--- src/rtl/prefix_pkg.sv ---
// Shared definitions for the grouped Brent-Kung prefix adder/subtractor family.
// Group pairs are encoded as {generate, propagate}.
package prefix_pkg;

  localparam int WIDTH_DEF     = 64;
  localparam int GROUPSIZE_DEF = 8;

  typedef logic [1:0] gp_t;

  function automatic int ngroups(input int width, input int groupsize);
    return width / groupsize;
  endfunction

  // hi covers the more significant span, lo the less significant one
  function automatic gp_t gp_combine(input gp_t hi, input gp_t lo);
    return {hi[1] | (hi[0] & lo[1]), hi[0] & lo[0]};
  endfunction

endpackage

--- src/rtl/prefix_carry_tree.sv ---
// Combinational Brent-Kung prefix over NG group (g, p) pairs; c[i] is the carry
// into group i. The carry-in of group 0 must already be folded into gp[0].
module prefix_carry_tree
  import prefix_pkg::*;
#(
  parameter int NG = 8
) (
  input  gp_t [NG-1:0] gp,
  output logic [NG:1]  c
);

  gp_t [NG-1:0] t;

  always_comb begin
    t = gp;
    // up-sweep leaves full prefixes at indices 2^k - 1
    for (int d = 1; d < NG; d = d * 2) begin
      for (int i = 2 * d - 1; i < NG; i = i + 2 * d) begin
        t[i] = gp_combine(t[i], t[i-d]);
      end
    end
    for (int d = NG / 4; d >= 1; d = d / 2) begin
      for (int i = 3 * d - 1; i < NG; i = i + 2 * d) begin
        t[i] = gp_combine(t[i], t[i-d]);
      end
    end
    c = '0;
    for (int i = 0; i < NG; i++) begin
      c[i+1] = t[i][1];
    end
  end

endmodule

--- src/rtl/prefix_subtractor_pipe.sv ---
// Three-stage pipelined subtractor (a + ~b + 1) with valid/ready flow control
// and borrow / zero / signed-less-than / overflow flags.
module prefix_subtractor_pipe
  import prefix_pkg::*;
#(
  parameter int WIDTH     = WIDTH_DEF,
  parameter int GROUPSIZE = GROUPSIZE_DEF
) (
  input  logic             clk,
  input  logic             rst,
  input  logic             in_valid,
  output logic             in_ready,
  input  logic [WIDTH-1:0] in_a,
  input  logic [WIDTH-1:0] in_b,
  output logic             out_valid,
  input  logic             out_ready,
  output logic [WIDTH-1:0] out_diff,
  output logic             out_borrow,
  output logic             out_zero,
  output logic             out_lt,
  output logic             out_ovf
);

  localparam int NG = ngroups(WIDTH, GROUPSIZE);

  logic             v1, v2, v3;
  logic             adv1, adv2, adv3;
  logic [WIDTH-1:0] nb_in, a1, nb1, a2, nb2, diff_s3;
  gp_t [NG-1:0]     gp_s0, gp1;
  gp_t              bit_gp, acc_gp;
  logic [NG:1]      c_tree;
  logic [NG:0]      c2;
  logic             carry, ovf_s3;

  assign adv3      = ~v3 | out_ready;
  assign adv2      = ~v2 | adv3;
  assign adv1      = ~v1 | adv2;
  assign in_ready  = adv1 & ~rst;
  assign out_valid = v3;
  assign nb_in     = ~in_b;

  always_comb begin
    gp_s0  = '0;
    bit_gp = '0;
    acc_gp = '0;
    for (int i = 0; i < NG; i++) begin
      acc_gp = {in_a[i*GROUPSIZE] & nb_in[i*GROUPSIZE], in_a[i*GROUPSIZE] ^ nb_in[i*GROUPSIZE]};
      for (int j = 1; j < GROUPSIZE; j++) begin
        bit_gp = {in_a[i*GROUPSIZE+j] & nb_in[i*GROUPSIZE+j],
                  in_a[i*GROUPSIZE+j] ^ nb_in[i*GROUPSIZE+j]};
        acc_gp = gp_combine(bit_gp, acc_gp);
      end
      gp_s0[i] = acc_gp;
    end
    // the +1 of the two's-complement negation enters here as group 0's carry-in
    gp_s0[0] = {gp_s0[0][1] | gp_s0[0][0], gp_s0[0][0]};
  end

  prefix_carry_tree #(
    .NG(NG)
  ) u_carry_tree (
    .gp(gp1),
    .c (c_tree)
  );

  always_comb begin
    diff_s3 = '0;
    carry   = 1'b0;
    for (int i = 0; i < NG; i++) begin
      carry = c2[i];
      for (int j = 0; j < GROUPSIZE; j++) begin
        diff_s3[i*GROUPSIZE+j] = a2[i*GROUPSIZE+j] ^ nb2[i*GROUPSIZE+j] ^ carry;
        carry = (a2[i*GROUPSIZE+j] & nb2[i*GROUPSIZE+j]) |
                ((a2[i*GROUPSIZE+j] ^ nb2[i*GROUPSIZE+j]) & carry);
      end
    end
    ovf_s3 = (a2[WIDTH-1] ^ ~nb2[WIDTH-1]) & (a2[WIDTH-1] ^ diff_s3[WIDTH-1]);
  end

  // Data registers only load when a valid entry moves in, so bubbles never
  // overwrite a held result.
  always_ff @(posedge clk) begin
    if (rst) begin
      v1         <= 1'b0;
      v2         <= 1'b0;
      v3         <= 1'b0;
      a1         <= '0;
      nb1        <= '0;
      gp1        <= '0;
      a2         <= '0;
      nb2        <= '0;
      c2         <= '0;
      out_diff   <= '0;
      out_borrow <= 1'b0;
      out_zero   <= 1'b0;
      out_lt     <= 1'b0;
      out_ovf    <= 1'b0;
    end else begin
      if (adv1) begin
        v1 <= in_valid;
        if (in_valid) begin
          a1  <= in_a;
          nb1 <= nb_in;
          gp1 <= gp_s0;
        end
      end
      if (adv2) begin
        v2 <= v1;
        if (v1) begin
          a2  <= a1;
          nb2 <= nb1;
          c2  <= {c_tree, 1'b1};
        end
      end
      if (adv3) begin
        v3 <= v2;
        if (v2) begin
          out_diff   <= diff_s3;
          out_borrow <= ~c2[NG];
          out_zero   <= (diff_s3 == '0);
          out_ovf    <= ovf_s3;
          out_lt     <= diff_s3[WIDTH-1] ^ ovf_s3;
        end
      end
    end
  end

endmodule

--- config.mk ---
export PLATFORM = sky130hd
export DESIGN_NAME = prefix_subtractor_pipe
export DESIGN_NICKNAME = d
export VERILOG_FILES = /design/src/rtl/prefix_pkg.sv /design/src/rtl/prefix_carry_tree.sv /design/src/rtl/prefix_subtractor_pipe.sv
export SDC_FILE = /design/constraint.sdc
export NUM_CORES = 1
export LEC_CHECK = 0
export BUFFER_PORTS_ARGS = -buffer_cell sky130_fd_sc_hd__buf_2
export CAP_MARGIN = 20
export CORE_MARGIN = 2
export CORE_UTILIZATION = 40
export CTS_CLUSTER_DIAMETER = 60
export DETAILED_ROUTE_END_ITERATION = 8
export HOLD_SLACK_MARGIN = 0.12
export PLACE_DENSITY = 0.61
export SKIP_CTS_REPAIR_TIMING = 1
export SKIP_LAST_GASP = 1
export SYNTH_ARGS = -nofsm -noshare
export SYNTH_HDL_FRONTEND = slang
export SYNTH_HIERARCHICAL = 1
export SYNTH_SLANG_ARGS = --single-unit
--- constraint.sdc ---
create_clock -name clk -period 13.7 [get_ports clk]
set_input_delay 2.055 -clock clk [delete_from_list [all_inputs] [get_ports clk]]
set_output_delay 2.055 -clock clk [all_outputs]
set_load 0.01 [all_outputs]
==> metrics.md <==
| Metric | Value |
|---|---|
| Status | finished clean |
| Worst Max-Slew Pin Slew | 921 ps |
| NetSw | 0.559 mW |
| Final nets | 2191 |
| Initial core utilization | 0.403 |
| Critical path peak fanout | 111 |
| Die area | 39300 µm² |
| Cells after synthesis | 1804 |
| Port Buf Inserts | 201 |
| Post-detailed-route via-to-cell ratio | 4.96 |
| Worst vdd ir | 0.0000627 V |
| Routed wire length | 38.6 mm |
| Reg power frac | 0.465 |
| Clock buffer depth | 3 |
| CTS tree | yes |
| I/O pin count | 202 |
| Yosys warns | 6 |
| Initial antenna violation count | 0 |
| Via count | 12300 |
| # diodes | 0 |
| Switching Share | 0.239 |
| Critical path startpoint category | input port |
| RSZ-0062 raised after global routing | false |
| Synth Net Count | 2057 |
| Total Power | 2.33 mW |
| Fin. max-slew vios | 0 |
| Gpl congestion | 0.769 |
| Largest net degree at the start of global routing | 112 |
| Commonest cells after routing, fill and taps aside | nand2_1 (513), dfxtp_1 (351), a21oi_1 (277), buf_2 (200), nor2_1 (113) |
| TritonCTS Sinks | 351 |
| Htree depth | 2 |
| Max-cap violations | 0 |
| Final antenna-violating net count | 0 |
| Core Area | 37400 µm² |
| Gr ovfl total | 0 |
| Routed wire per std cell | 15.6 µm |
| Relative slew slack | 0.385 |
| DPL Wire Length | 26.9 mm |
| Minimum clock period | 4970 ps |
| Area Overhead vs Synth | 16.9% |
| Row count | 71 |
| Pwr dens | 132 nW/µm² |
| DR DRC count | 0 |
| Element type at the critical path end | primary output |
| Clk root buf | clkbuf_16 |
| Fillers | 3685 |
| Global-route wire length before repair | 61.9 mm |
| Die Height | 198 µm |
| Final Hold Viols | 0 |
| Req. time, crit path | 11640 ps |
| Fmax | 201 MHz |
| Die Span X | 198 µm |
| Leak | 7.36 nW |
| Int Power | 1.77 mW |
| Setup Viol. Count Final | 0 |
| Most common cell after layout, fill and taps aside | nand2_1 |
| Part of the power in the clock network | 0.444 |
| Clk slew on worst S/H paths | 60 ps |
| Vias in the first global route | 11900 |
| Share of post-route cells with drive strength above 1 | 0.142 |
| Arrival @ worst endpoint | 2910 ps |
| Cell area after synthesis | 15100 µm² |
| Worst Clk Skew | 21.9 ps |
| Combinational power share | 0.091 |
| Mean Syn Cell Area | 8.36 µm² |
| Class of the worst hold path | reg -> reg |
| Tcrit/Tclk final | 0.362 |
| Final setup TNS | 0 ps |
| Critical path class | in -> out |
| Detailed Routing Iterations Pass 1 | 7 |
| Clock Latency Late Sink | 510 ps |
| Num CTS Buffers | 37 |
| Initial detailed-routing violation count | 627 |
| GR Util All Layers | 0.198 |
-- sequential cells by signal, summed over array words and instances, names as in the netlist --
name and cells:
a1 64, a2 64, c2 9, gp1 15, nb1 64, nb2 64, out_borrow 1, out_diff 64
out_lt 1, out_ovf 1, out_valid 1, out_zero 1, v1 1, v2 1
-- final cells by class --
| cell class | count | area [µm²] | area share |
|---|---|---|---|
| well taps | 511 | 639 | 0.0363 |
| multi-input cells | 1241 | 7250 | 0.411 |
| flip-flops and latches | 351 | 7030 | 0.398 |
| clock buffers | 51 | 1100 | 0.0624 |
| clock inverters | 12 | 166 | 0.00944 |
| inverters | 96 | 360 | 0.0204 |
| repair buffers | 211 | 1090 | 0.0619 |
-- through the flow --
stage	setup slack (ps)	instances	util	hold slack (ps)	instance area (µm²)
floorplan	8940	1804	-	413	15100
global placement	8760	2410	0.438	435	16400
detailed placement	8760	2410	0.438	437	16400
CTS	8770	2473	0.471	443	17600
global route	8640	2473	0.471	457	17600
finish	8730	2473	0.471	441	17600
-- critical path, cell delays in order --
cell	delay, ps
buf_8	470
nor2_1	100
buf_2	170
-- path summary, 6_finish.rpt --
path / from / to / slack, ps / depth (start not counted)
worst min-delay path: c2[8]$_SDFFE_PP0P_ / out_borrow$_SDFFE_PP0P_ / 440 / 1
worst max-delay path: rst / in_ready / 8730 / 3
worst min register to register: c2[8]$_SDFFE_PP0P_ / out_borrow$_SDFFE_PP0P_ / 440 / 1
worst max register to register: a2[56]$_SDFFE_PP0P_ / out_zero$_SDFFE_PP0P_ / 8930 / 14
-- power by group through the flow --
| stage | combinational, mW | clock (mW) | sequential (mW) |
|---|---|---|---|
| floorplan | 0.136 | 0 | 1.10 |
| global placement | 0.210 | 0 | 1.11 |
| detailed placement | 0.214 | 0 | 1.11 |
| CTS | 0.215 | 1.06 | 1.09 |
| global route | 0.242 | 1.10 | 1.09 |
| finish | 0.212 | 1.04 | 1.09 |
-- metal layers --
metal | vias up | GRT usage | routed length, µm
met2 | 254 | 0.330 | 18200
met5 | - | 0 | 0
li1 | 6211 | - | -
met1 | 5736 | 0.268 | 17900
met4 | 0 | 0.0546 | 892
met3 | 54 | 0.0266 | 1690
Note: power is estimated with default switching activity, not from simulation.
